`config.mk`:
```
export PLATFORM = sky130hd
export DESIGN_NAME = axi_burst_master_flat
export DESIGN_NICKNAME = d
export VERILOG_FILES = /design/src/rtl/axi_burst_master_if.sv /design/src/rtl/axi_burst_master.sv /design/src/flat_wrapper.sv
export SDC_FILE = /design/constraint.sdc
export NUM_CORES = 1
export LEC_CHECK = 0
export ABC_AREA = 1
export CAP_MARGIN = 0
export CORE_MARGIN = 2
export CORE_UTILIZATION = 30
export CTS_CLUSTER_SIZE = 10
export DETAILED_ROUTE_END_ITERATION = 10
export PLACE_DENSITY_LB_ADDON = 0.25
export SLEW_MARGIN = 20
export SYNTH_ARGS = -nofsm -noshare
export SYNTH_HDL_FRONTEND = slang
export SYNTH_SLANG_ARGS = --single-unit
```
`constraint.sdc`:
```
create_clock -name clk -period 17.5 [get_ports clk]
set_input_delay 2.625 -clock clk [delete_from_list [all_inputs] [get_ports clk]]
set_output_delay 2.625 -clock clk [all_outputs]
set_load 0.03 [all_outputs]
```
`src/rtl/axi_burst_master_if.sv`:
```
// AXI-style bus between axi_burst_master and a slave/interconnect.
// Carries the five channels: AR/R (read address/data), AW/W/B (write
// address/data/response). The master modport drives VALIDs, payloads and
// RREADY/BREADY; the slave modport is the mirror image.
interface axi_burst_master_if #(
    parameter int ADDR_W = 8,
    parameter int DATA_W = 8,
    parameter int ID_W   = 4,
    parameter int LEN_W  = 4
) ();
    logic              ARVALID;
    logic              ARREADY;
    logic [ADDR_W-1:0] ARADDR;
    logic [LEN_W-1:0]  ARLEN;
    logic [ID_W-1:0]   ARID;

    logic              RVALID;
    logic              RREADY;
    logic [DATA_W-1:0] RDATA;
    logic [1:0]        RRESP;
    logic              RLAST;
    logic [ID_W-1:0]   RID;

    logic              AWVALID;
    logic              AWREADY;
    logic [ADDR_W-1:0] AWADDR;
    logic [LEN_W-1:0]  AWLEN;
    logic [ID_W-1:0]   AWID;

    logic              WVALID;
    logic              WREADY;
    logic [DATA_W-1:0] WDATA;
    logic              WLAST;

    logic              BVALID;
    logic              BREADY;
    logic [1:0]        BRESP;
    logic [ID_W-1:0]   BID;

    modport master (
        output ARVALID, ARADDR, ARLEN, ARID, input ARREADY,
        input  RVALID, RDATA, RRESP, RLAST, RID, output RREADY,
        output AWVALID, AWADDR, AWLEN, AWID, input AWREADY,
        output WVALID, WDATA, WLAST, input WREADY,
        input  BVALID, BRESP, BID, output BREADY
    );

    modport slave (
        input  ARVALID, ARADDR, ARLEN, ARID, output ARREADY,
        output RVALID, RDATA, RRESP, RLAST, RID, input RREADY,
        input  AWVALID, AWADDR, AWLEN, AWID, output AWREADY,
        input  WVALID, WDATA, WLAST, output WREADY,
        output BVALID, BRESP, BID, input BREADY
    );
endinterface

```
`src/rtl/axi_burst_master.sv`:
```
// AXI-style burst master with independent read and write engines.
// Each engine accepts a one-cycle command (when not busy), performs one
// address handshake, moves len+1 beats and pulses *_done with *_err.
// Ports:
//   clk, rst               clock, async active-high reset
//   rd_start/addr/len/id   read command; rd_busy/rd_done/rd_err status
//   rd_buf                 received beats, beat k at [k*DATA_W +: DATA_W]
//   wr_start/addr/len/id   write command; wr_data holds all beats
//   wr_busy/done/err       write status; wr_bresp = captured BRESP
//   bus                    AXI channels (master modport)
module axi_burst_master #(
    parameter int ADDR_W = 8,
    parameter int DATA_W = 8,
    parameter int ID_W   = 4,
    parameter int LEN_W  = 4,
    localparam int MAX_BEATS = 2 ** LEN_W
) (
    input  logic                          clk,
    input  logic                          rst,
    input  logic                          rd_start,
    input  logic [ADDR_W-1:0]             rd_addr,
    input  logic [LEN_W-1:0]              rd_len,
    input  logic [ID_W-1:0]               rd_id,
    output logic                          rd_busy,
    output logic                          rd_done,
    output logic                          rd_err,
    output logic [MAX_BEATS*DATA_W-1:0]   rd_buf,
    input  logic                          wr_start,
    input  logic [ADDR_W-1:0]             wr_addr,
    input  logic [LEN_W-1:0]              wr_len,
    input  logic [ID_W-1:0]               wr_id,
    input  logic [MAX_BEATS*DATA_W-1:0]   wr_data,
    output logic                          wr_busy,
    output logic                          wr_done,
    output logic                          wr_err,
    output logic [1:0]                    wr_bresp,
    axi_burst_master_if.master            bus
);

    // ---------------- read engine ----------------
    typedef enum logic [1:0] {R_IDLE, R_ADDR, R_DATA} rd_state_t;
    rd_state_t rd_state, rd_next;

    logic [ADDR_W-1:0] rd_addr_q;
    logic [LEN_W-1:0]  rd_len_q;
    logic [ID_W-1:0]   rd_id_q;
    logic [LEN_W:0]    rd_cnt;     // one spare bit so len=MAX-1 never wraps
    logic              rd_last_beat;
    logic              rd_beat_err;

    assign rd_last_beat = (rd_cnt == {1'b0, rd_len_q});
    // RLAST must appear exactly on beat len; either misplacement is an error
    assign rd_beat_err  = (bus.RRESP != 2'b00) || (bus.RID != rd_id_q) ||
                          (bus.RLAST != rd_last_beat);

    assign bus.ARADDR = rd_addr_q;
    assign bus.ARLEN  = rd_len_q;
    assign bus.ARID   = rd_id_q;

    always_ff @(posedge clk or posedge rst) begin
        if (rst) rd_state <= R_IDLE;
        else     rd_state <= rd_next;
    end

    always_comb begin
        rd_next     = rd_state;
        rd_busy     = 1'b1;
        bus.ARVALID = 1'b0;
        bus.RREADY  = 1'b0;
        case (rd_state)
            R_IDLE: begin
                rd_busy = 1'b0;
                if (rd_start) rd_next = R_ADDR;
            end
            R_ADDR: begin
                bus.ARVALID = 1'b1;
                if (bus.ARREADY) rd_next = R_DATA;
            end
            R_DATA: begin
                bus.RREADY = 1'b1;
                // burst length is governed by len, not by RLAST
                if (bus.RVALID && rd_last_beat) rd_next = R_IDLE;
            end
            default: rd_next = R_IDLE;
        endcase
    end

    always_ff @(posedge clk or posedge rst) begin
        if (rst) begin
            rd_addr_q <= '0;
            rd_len_q  <= '0;
            rd_id_q   <= '0;
            rd_cnt    <= '0;
            rd_err    <= 1'b0;
            rd_done   <= 1'b0;
            rd_buf    <= '0;
        end else begin
            rd_done <= 1'b0;
            case (rd_state)
                R_IDLE: if (rd_start) begin
                    rd_addr_q <= rd_addr;
                    rd_len_q  <= rd_len;
                    rd_id_q   <= rd_id;
                    rd_cnt    <= '0;
                    rd_err    <= 1'b0;
                end
                R_DATA: if (bus.RVALID) begin
                    rd_buf[int'(rd_cnt[LEN_W-1:0]) * DATA_W +: DATA_W] <= bus.RDATA;
                    rd_cnt <= rd_cnt + 1'b1;
                    if (rd_beat_err) rd_err <= 1'b1;
                    if (rd_last_beat) rd_done <= 1'b1;
                end
                default: ;
            endcase
        end
    end

    // ---------------- write engine ----------------
    typedef enum logic [1:0] {W_IDLE, W_ADDR, W_DATA, W_RESP} wr_state_t;
    wr_state_t wr_state, wr_next;

    logic [ADDR_W-1:0]           wr_addr_q;
    logic [LEN_W-1:0]            wr_len_q;
    logic [ID_W-1:0]             wr_id_q;
    logic [LEN_W:0]              wr_cnt;
    logic [MAX_BEATS*DATA_W-1:0] wr_buf;   // shifts down one beat per handshake
    logic                        wr_last_beat;

    assign wr_last_beat = (wr_cnt == {1'b0, wr_len_q});

    // current beat always sits in the low slot: WDATA is a plain register
    assign bus.WDATA  = wr_buf[DATA_W-1:0];
    assign bus.AWADDR = wr_addr_q;
    assign bus.AWLEN  = wr_len_q;
    assign bus.AWID   = wr_id_q;

    always_ff @(posedge clk or posedge rst) begin
        if (rst) wr_state <= W_IDLE;
        else     wr_state <= wr_next;
    end

    always_comb begin
        wr_next     = wr_state;
        wr_busy     = 1'b1;
        bus.AWVALID = 1'b0;
        bus.WVALID  = 1'b0;
        bus.WLAST   = 1'b0;
        bus.BREADY  = 1'b0;
        case (wr_state)
            W_IDLE: begin
                wr_busy = 1'b0;
                if (wr_start) wr_next = W_ADDR;
            end
            W_ADDR: begin
                bus.AWVALID = 1'b1;
                if (bus.AWREADY) wr_next = W_DATA;
            end
            W_DATA: begin
                bus.WVALID = 1'b1;
                bus.WLAST  = wr_last_beat;
                if (bus.WREADY && wr_last_beat) wr_next = W_RESP;
            end
            W_RESP: begin
                bus.BREADY = 1'b1;
                if (bus.BVALID) wr_next = W_IDLE;
            end
            default: wr_next = W_IDLE;
        endcase
    end

    always_ff @(posedge clk or posedge rst) begin
        if (rst) begin
            wr_addr_q <= '0;
            wr_len_q  <= '0;
            wr_id_q   <= '0;
            wr_cnt    <= '0;
            wr_buf    <= '0;
            wr_err    <= 1'b0;
            wr_done   <= 1'b0;
            wr_bresp  <= 2'b00;
        end else begin
            wr_done <= 1'b0;
            case (wr_state)
                W_IDLE: if (wr_start) begin
                    wr_addr_q <= wr_addr;
                    wr_len_q  <= wr_len;
                    wr_id_q   <= wr_id;
                    wr_buf    <= wr_data;
                    wr_cnt    <= '0;
                    wr_err    <= 1'b0;
                end
                W_DATA: if (bus.WREADY) begin
                    wr_buf <= wr_buf >> DATA_W;
                    wr_cnt <= wr_cnt + 1'b1;
                end
                W_RESP: if (bus.BVALID) begin
                    wr_bresp <= bus.BRESP;
                    wr_err   <= (bus.BRESP != 2'b00) || (bus.BID != wr_id_q);
                    wr_done  <= 1'b1;
                end
                default: ;
            endcase
        end
    end

endmodule

```
`src/flat_wrapper.sv`:
```
// flat-port wrapper written by rule: the top's interface ports become plain ports
module axi_burst_master_flat 
#(
    parameter int ADDR_W = 8,
    parameter int DATA_W = 8,
    parameter int ID_W   = 4,
    parameter int LEN_W  = 4,
    localparam int MAX_BEATS = 2 ** LEN_W
)
  (clk, rst, rd_start, rd_addr, rd_len, rd_id, rd_busy, rd_done, rd_err, rd_buf, wr_start, wr_addr, wr_len, wr_id, wr_data, wr_busy, wr_done, wr_err, wr_bresp, bus_ARVALID, bus_ARADDR, bus_ARLEN, bus_ARID, bus_ARREADY, bus_RVALID, bus_RDATA, bus_RRESP, bus_RLAST, bus_RID, bus_RREADY, bus_AWVALID, bus_AWADDR, bus_AWLEN, bus_AWID, bus_AWREADY, bus_WVALID, bus_WDATA, bus_WLAST, bus_WREADY, bus_BVALID, bus_BRESP, bus_BID, bus_BREADY);
  axi_burst_master_if #(.ADDR_W(ADDR_W), .DATA_W(DATA_W), .ID_W(ID_W), .LEN_W(LEN_W)) bus_i ();
  input  logic clk;
  input  logic rst;
  input  logic rd_start;
  input  logic [ADDR_W-1:0] rd_addr;
  input  logic [LEN_W-1:0] rd_len;
  input  logic [ID_W-1:0] rd_id;
  output logic rd_busy;
  output logic rd_done;
  output logic rd_err;
  output logic [MAX_BEATS*DATA_W-1:0] rd_buf;
  input  logic wr_start;
  input  logic [ADDR_W-1:0] wr_addr;
  input  logic [LEN_W-1:0] wr_len;
  input  logic [ID_W-1:0] wr_id;
  input  logic [MAX_BEATS*DATA_W-1:0] wr_data;
  output logic wr_busy;
  output logic wr_done;
  output logic wr_err;
  output logic [1:0] wr_bresp;
  output wire logic [$bits(bus_i.ARVALID)-1:0] bus_ARVALID;
  output wire logic [$bits(bus_i.ARADDR)-1:0] bus_ARADDR;
  output wire logic [$bits(bus_i.ARLEN)-1:0] bus_ARLEN;
  output wire logic [$bits(bus_i.ARID)-1:0] bus_ARID;
  input wire logic [$bits(bus_i.ARREADY)-1:0] bus_ARREADY;
  input wire logic [$bits(bus_i.RVALID)-1:0] bus_RVALID;
  input wire logic [$bits(bus_i.RDATA)-1:0] bus_RDATA;
  input wire logic [$bits(bus_i.RRESP)-1:0] bus_RRESP;
  input wire logic [$bits(bus_i.RLAST)-1:0] bus_RLAST;
  input wire logic [$bits(bus_i.RID)-1:0] bus_RID;
  output wire logic [$bits(bus_i.RREADY)-1:0] bus_RREADY;
  output wire logic [$bits(bus_i.AWVALID)-1:0] bus_AWVALID;
  output wire logic [$bits(bus_i.AWADDR)-1:0] bus_AWADDR;
  output wire logic [$bits(bus_i.AWLEN)-1:0] bus_AWLEN;
  output wire logic [$bits(bus_i.AWID)-1:0] bus_AWID;
  input wire logic [$bits(bus_i.AWREADY)-1:0] bus_AWREADY;
  output wire logic [$bits(bus_i.WVALID)-1:0] bus_WVALID;
  output wire logic [$bits(bus_i.WDATA)-1:0] bus_WDATA;
  output wire logic [$bits(bus_i.WLAST)-1:0] bus_WLAST;
  input wire logic [$bits(bus_i.WREADY)-1:0] bus_WREADY;
  input wire logic [$bits(bus_i.BVALID)-1:0] bus_BVALID;
  input wire logic [$bits(bus_i.BRESP)-1:0] bus_BRESP;
  input wire logic [$bits(bus_i.BID)-1:0] bus_BID;
  output wire logic [$bits(bus_i.BREADY)-1:0] bus_BREADY;
  assign bus_ARVALID = bus_i.ARVALID;
  assign bus_ARADDR = bus_i.ARADDR;
  assign bus_ARLEN = bus_i.ARLEN;
  assign bus_ARID = bus_i.ARID;
  assign bus_i.ARREADY = bus_ARREADY;
  assign bus_i.RVALID = bus_RVALID;
  assign bus_i.RDATA = bus_RDATA;
  assign bus_i.RRESP = bus_RRESP;
  assign bus_i.RLAST = bus_RLAST;
  assign bus_i.RID = bus_RID;
  assign bus_RREADY = bus_i.RREADY;
  assign bus_AWVALID = bus_i.AWVALID;
  assign bus_AWADDR = bus_i.AWADDR;
  assign bus_AWLEN = bus_i.AWLEN;
  assign bus_AWID = bus_i.AWID;
  assign bus_i.AWREADY = bus_AWREADY;
  assign bus_WVALID = bus_i.WVALID;
  assign bus_WDATA = bus_i.WDATA;
  assign bus_WLAST = bus_i.WLAST;
  assign bus_i.WREADY = bus_WREADY;
  assign bus_i.BVALID = bus_BVALID;
  assign bus_i.BRESP = bus_BRESP;
  assign bus_i.BID = bus_BID;
  assign bus_BREADY = bus_i.BREADY;
  axi_burst_master #(.ADDR_W(ADDR_W), .DATA_W(DATA_W), .ID_W(ID_W), .LEN_W(LEN_W)) u_core (.clk(clk), .rst(rst), .rd_start(rd_start), .rd_addr(rd_addr), .rd_len(rd_len), .rd_id(rd_id), .rd_busy(rd_busy), .rd_done(rd_done), .rd_err(rd_err), .rd_buf(rd_buf), .wr_start(wr_start), .wr_addr(wr_addr), .wr_len(wr_len), .wr_id(wr_id), .wr_data(wr_data), .wr_busy(wr_busy), .wr_done(wr_done), .wr_err(wr_err), .wr_bresp(wr_bresp), .bus(bus_i));
endmodule
```
; ---- Yosys cells after proc, flatten, opt, wreduce, memory -nomap -nowiden
; Cells that the tools add are included.
[word_totals]
word_cells = 103
regBits = 308
[op_classes]
reduce_logical = 22
shift = 2
addsub = 3
muxes = 39
eq_ne = 20
[ops]
columns = operator, n
row1 = $mux 128, 2
row2 = $pmux 128 s2, 1
row3 = $bwmux 128, 1
row4 = $shift 8x33->128 const A, 1
row5 = $shiftx 8x33->128, 1
row6 = $neg 7->33, 1
row7 = $mux 5, 4
row8 = $pmux 5 s2, 2
row9 = $mux 1, 18
row10 = $mux 2, 7
row11 = $ne 2x2->1 const B, 7
row12 = $reduce_and 3->1, 4
row13 = $add 5x1->5 const B, 2
row14 = $eq 5x4->1, 2
row15 = $reduce_bool 2->1, 5
row16 = $ne 4x4->1, 2
row17 = $pmux 2 s4, 1
row18 = $reduce_and 2->1, 4
row19 = $reduce_and 4->1, 2
row20 = $eq 2x2->1 const B, 3
row21 = $ne 2x1->1 const B, 3
row22 = $pmux 2 s3, 1
row23 = $eq 2x1->1 const B, 2
row24 = $logic_not 2->1, 2
row25 = 4 further kinds, 8

; ---- Logic depth before layout (Yosys ltp)
[logic_depth]
depth_word = 6
mapped_depth = 12
ltp_nobuf = 10

; ---- Worst setup path after synthesis
; Ideal clock, no wire load.
[synth_path]
path_type = register to output
from = register u_core.wr_state[0]
to = output port bus_WLAST
arrival_ps = 1861
path_stages_with_launch = 7
setup_slack_ps = 13014
cell_sequence = dfrtp_1 -> inv_1 -> ha_1 -> buf_2 -> clkinv_1 -> clkbuf_1 -> nor2_1
[synth_via]
elab_chain_len = 2
[synth_lines]
columns = element, line
row1 = "start, declared", axi_burst_master.sv:120  ; wr_state_t wr_state, wr_next;
row2 = "start signal, assigned", axi_burst_master.sv:139  ; else wr_state <= wr_next;
row3 = $eq 2x2->1, axi_burst_master.sv:149  ; case (wr_state)
row4 = $mux 1, axi_burst_master.sv:149
row5 = "end, declared", flat_wrapper.sv:49  ; output wire logic [$bits(bus_i.WLAST)-1:0] bus_WLAST;
; Every way passes these cells.

; ---- Final worst setup path
[layout_path]
from = input port wr_start
to = register u_core.wr_buf[30]
[layout_via]
elab_chain_len = 2
[layout_lines]
columns = element, line
row1 = "start, declared", flat_wrapper.sv:22  ; input logic wr_start;
row2 = $ne 2x2->1 (no line), n/a
row3 = $reduce_and 3->1 (no line), n/a
row4 = "end signal, assigned", axi_burst_master.sv:188  ; wr_buf <= wr_data;
row5 = "end signal, assigned", axi_burst_master.sv:193  ; wr_buf <= wr_buf >> DATA_W;
row6 = "end, declared", axi_burst_master.sv:126  ; logic [MAX_BEATS*DATA_W-1:0] wr_buf;
; Every way passes these cells.
; A chain may end at the register's enable or synchronous reset.

==> summary.md <==
| Metric | Value |
|---|---|
| Run status | completed |
| Final Cycle Share | 32.5% |
| Total number of vias | roughly 12000 |
| Area grow syn2layout | 39.5% |
| Distinct cells, synth | 34 |
| Most frequent cell after synthesis | nand2_1 |
| HP Class | flop to flop |
| Drt pass-1 iters | 7 |
| Post-synth top cells | nand2_1, dfrtp_1, nor2_1, a31oi_1, o21ai_0 |
| CTS sink count | roughly 300 |
| Crit path DAT | between 6 and 7 ns |
| DIE WIDTH | around 220 µm |
| Root buffer cell | clkbuf_16 |
| Clock-pin slew on the worst setup and hold paths | about 0.06 ns |
| WP data required | about 18 ns |
| Resized cells post-CTS | 0 |
| Count of state elements after synthesis | a little over 300 |
| Post-synth EDFFs | 0 |
| Largest net degree at the start of global routing | ~130 |
| Synth area leader | dfrtp_1 |
| Post-Layout Cell Count | about 2500 |
| CTS tree | yes |
| Final Cell Area | 18800 µm² |
| Area of the multi-input gates | between 5000 and 6000 µm² |
| Register area share after synthesis | between 50% and 60% |
| CTS hold repair buffers | 0 |
| First-pass GRT wire length | approximately 66000 µm |
| Final WL | about 42000 µm |
| Initial DRC count | between 800 and 900 |
| Clock skew | 0.00822 ns |
| Ranking of synthesized cells by area | dfrtp_1, nand2_1, a31oi_1, nor2_1, o21ai_0 |
| Final net count | approximately 2100 |
| ANT nets after route | 0 |
| TNS Setup | 0 ns |
| Vias in the first global route | ~12000 |
| Max-cap violations | 0 |
| Number of placement rows | 77 |
| Area post-placement | roughly 18000 µm² |
| Vias/cell | between 4 and 5 |
| Final setup vio count | 0 |
| Post-synth ARST share | 100% |
| Share of the synthesized area in the top cell type | a little under three fifths |
| Overflow after GRT | 0 |
| Hold Fails Final Rpt | 0 |
| Leak Pwr | approximately 8.4 nW |
| Initial Utilization | around 30% |
| Post CTS Setup Buffer Count | 0 |
| Final count of pins violating max slew | 0 |
| Fmax | ~0.18 GHz |
| Register area | 7710 µm² |
| Wire length per cell | about 17 µm |
| Min setup slack post-route | approximately 12 ns |
| Residual DRC count | 0 |
| Detailed placement HPWL | 30300 µm |
| Avg Synthesized Cell Area | roughly 8.6 µm² |
| Slew headroom | about a third |
| Die height | ~220 µm |
| Skew-Pair Late Insertion Delay | between 0.5 and 0.6 ns |
| Measured slew at the worst slew-check pin | ~1 ns |
| Max clock buf depth | 3 |
| Unrepaired setup endpoints after global routing | no |
| Core Area | roughly 44000 µm² |
| DIE AREA | around 47000 µm² |
| Fill count | 4424 |
| Initial antenna violation count | 3 |
| CTS buffer count | 38 |
| Crit path max fanout | ~130 |
| Post-Syn Nets | around 1800 |
| Pwr dens | ~160 nW/µm² |
| Post-Synthesis Cell Area | 13500 µm² |
| Ys flop type | dfrtp_1 |
| CP Capture Type | flop |
| WS Path Type | primary input to flop |
| GRT Overall Usage | between 10% and 20% |
| Synth Warn # | 0 |
| Startpoint types | primary input |
| Peak supply drop | roughly 0.12 mV |
| Post-Syn Instances | 1564 |
| Min cycle time layout | between 5 and 6 ns |
| GP Congestion | 0.823 |
| Buffers on Ports | roughly 370 |
| Fraction of layout cells with a size suffix above 1 | 5.92% |
| IO Count | about 370 |
| # H-tree levels | 2 |
| Placed Cells incl. Taps | approximately 2400 |
| Pre-CTS setup slack | between 10 and 15 ns |
logic make-up (layout without fill, tap and decap cells):
kind of cell | after synthesis | in the layout | synth area share (%)
flip-flops | 308 | 308 | 57.2
XOR/XNOR | 7 | 7 | 0.511
AND/OR/NAND/NOR | 814 | 814 | 24.0
AO/OA/AOI/OAI | 256 | 256 | 11.4
adder cells (fa/ha/maj) | 9 | 9 | 0.836
other | 0 | 1 | 0
buffers and inverters | 156 | 502 | 4.82
multiplexers | 14 | 14 | 1.17
layer usage:
| metal | share of wire (%) | GRT usage (%) | vias up |
|---|---|---|---|
| met5 | 0.057 | 0 | - |
| met4 | 2.9 | 6.51 | 4 |
| met3 | 5.6 | 3.50 | 72 |
| met2 | 47 | 29.0 | 347 |
| met1 | 44 | 24.0 | 5727 |
| li1 | - | - | 5768 |
worst max-delay path, cell delays in order:
cell and delay (ns):
clkdlybuf4s50_1 0.48, nand2_1 0.45, o21ai_0 0.24, o21ai_1 0.36, inv_6 0.72, buf_4 0.62, buf_12 0.31, nor2_1 0.07
a31oi_1 0.15
power by group:
group | internal, W | switching, W
combinational | 0.000423 | 0.000765
clock | 0.000439 | 0.000293
sequential | 0.000929 | 0.000126
metrics by stage:
stage | utilization, % | hold slack (ns) | power, W
2_1_floorplan | - | 0.466 | 0.00188
3_3_place_gp | 39.8 | 0.457 | 0.00224
3_5_place_dp | 39.8 | 0.464 | 0.00227
4_1_cts | 42.3 | 0.476 | 0.00301
5_1_grt | 42.4 | 0.504 | 0.00319
6_report | 42.4 | 0.474 | 0.00298
registers in the layout, indices dropped and copies added (netlist names):
name               flops
u_core.wr_done         1
u_core.wr_buf        128
u_core.wr_cnt          5
u_core.rd_buf        128
u_core.wr_err          1
u_core.bus.AWID        4
u_core.bus.ARLEN       4
u_core.rd_state        2
u_core.wr_state        2
u_core.rd_done         1
u_core.rd_err          1
u_core.wr_bresp        2
u_core.bus.ARADDR      8
u_core.bus.AWADDR      8
u_core.rd_cnt          5
u_core.bus.AWLEN       4
u_core.bus.ARID        4
path summary, 6_finish.rpt:
kind | startpoint | to | slack, ns | cells after the start
worst max-delay path | wr_start | u_core.wr_buf[30] | 11.82 | 9
worst min-delay path | u_core.rd_buf[86] | u_core.rd_buf[86] | 0.47 | 2
worst max register to register | u_core.wr_state[0] | u_core.wr_buf[30] | 13.50 | 10
worst min register to register | u_core.rd_buf[86] | u_core.rd_buf[86] | 0.47 | 2
max in group asynchronous | rst | u_core.wr_buf[90] | 12.83 | 4
min in group asynchronous | rst | u_core.rd_buf[3] | 2.58 | 2
cell usage in the layout, fill, tap and decap left out, types with 3 or more instances in the layout:
master,synthesis,layout
a21oi_1,7,7
a22o_1,8,8
a31oi_1,120,120
buf_4,12,7
clkbuf_1,59,6
clkbuf_16,0,41
clkbuf_8,0,5
clkdlybuf4s50_1,0,371
dfrtp_1,308,308
ha_1,9,8
inv_1,59,58
inv_2,5,4
mux2_2,14,14
nand2_1,546,546
nand2_2,6,6
nand3_1,38,38
nand4_1,19,19
nor2_1,189,189
nor2_4,3,3
nor3_1,7,7
o21ai_0,89,89
o21ai_1,14,14
o21ai_2,16,16
xnor2_1,4,4
cell type report:
| class | instances | share of cell area, % |
|---|---|---|
| diodes | 1 | 0.0133 |
| clock buffers | 52 | 5.94 |
| clock inverters | 2 | 0.0533 |
| inverters | 67 | 1.43 |
| multi-input cells | 1100 | 27.3 |
| flip-flops and latches | 308 | 41.0 |
| well taps | 592 | 3.94 |
| repair buffers | 381 | 20.3 |
No activity file was read; power rests on OpenSTA's default activity.
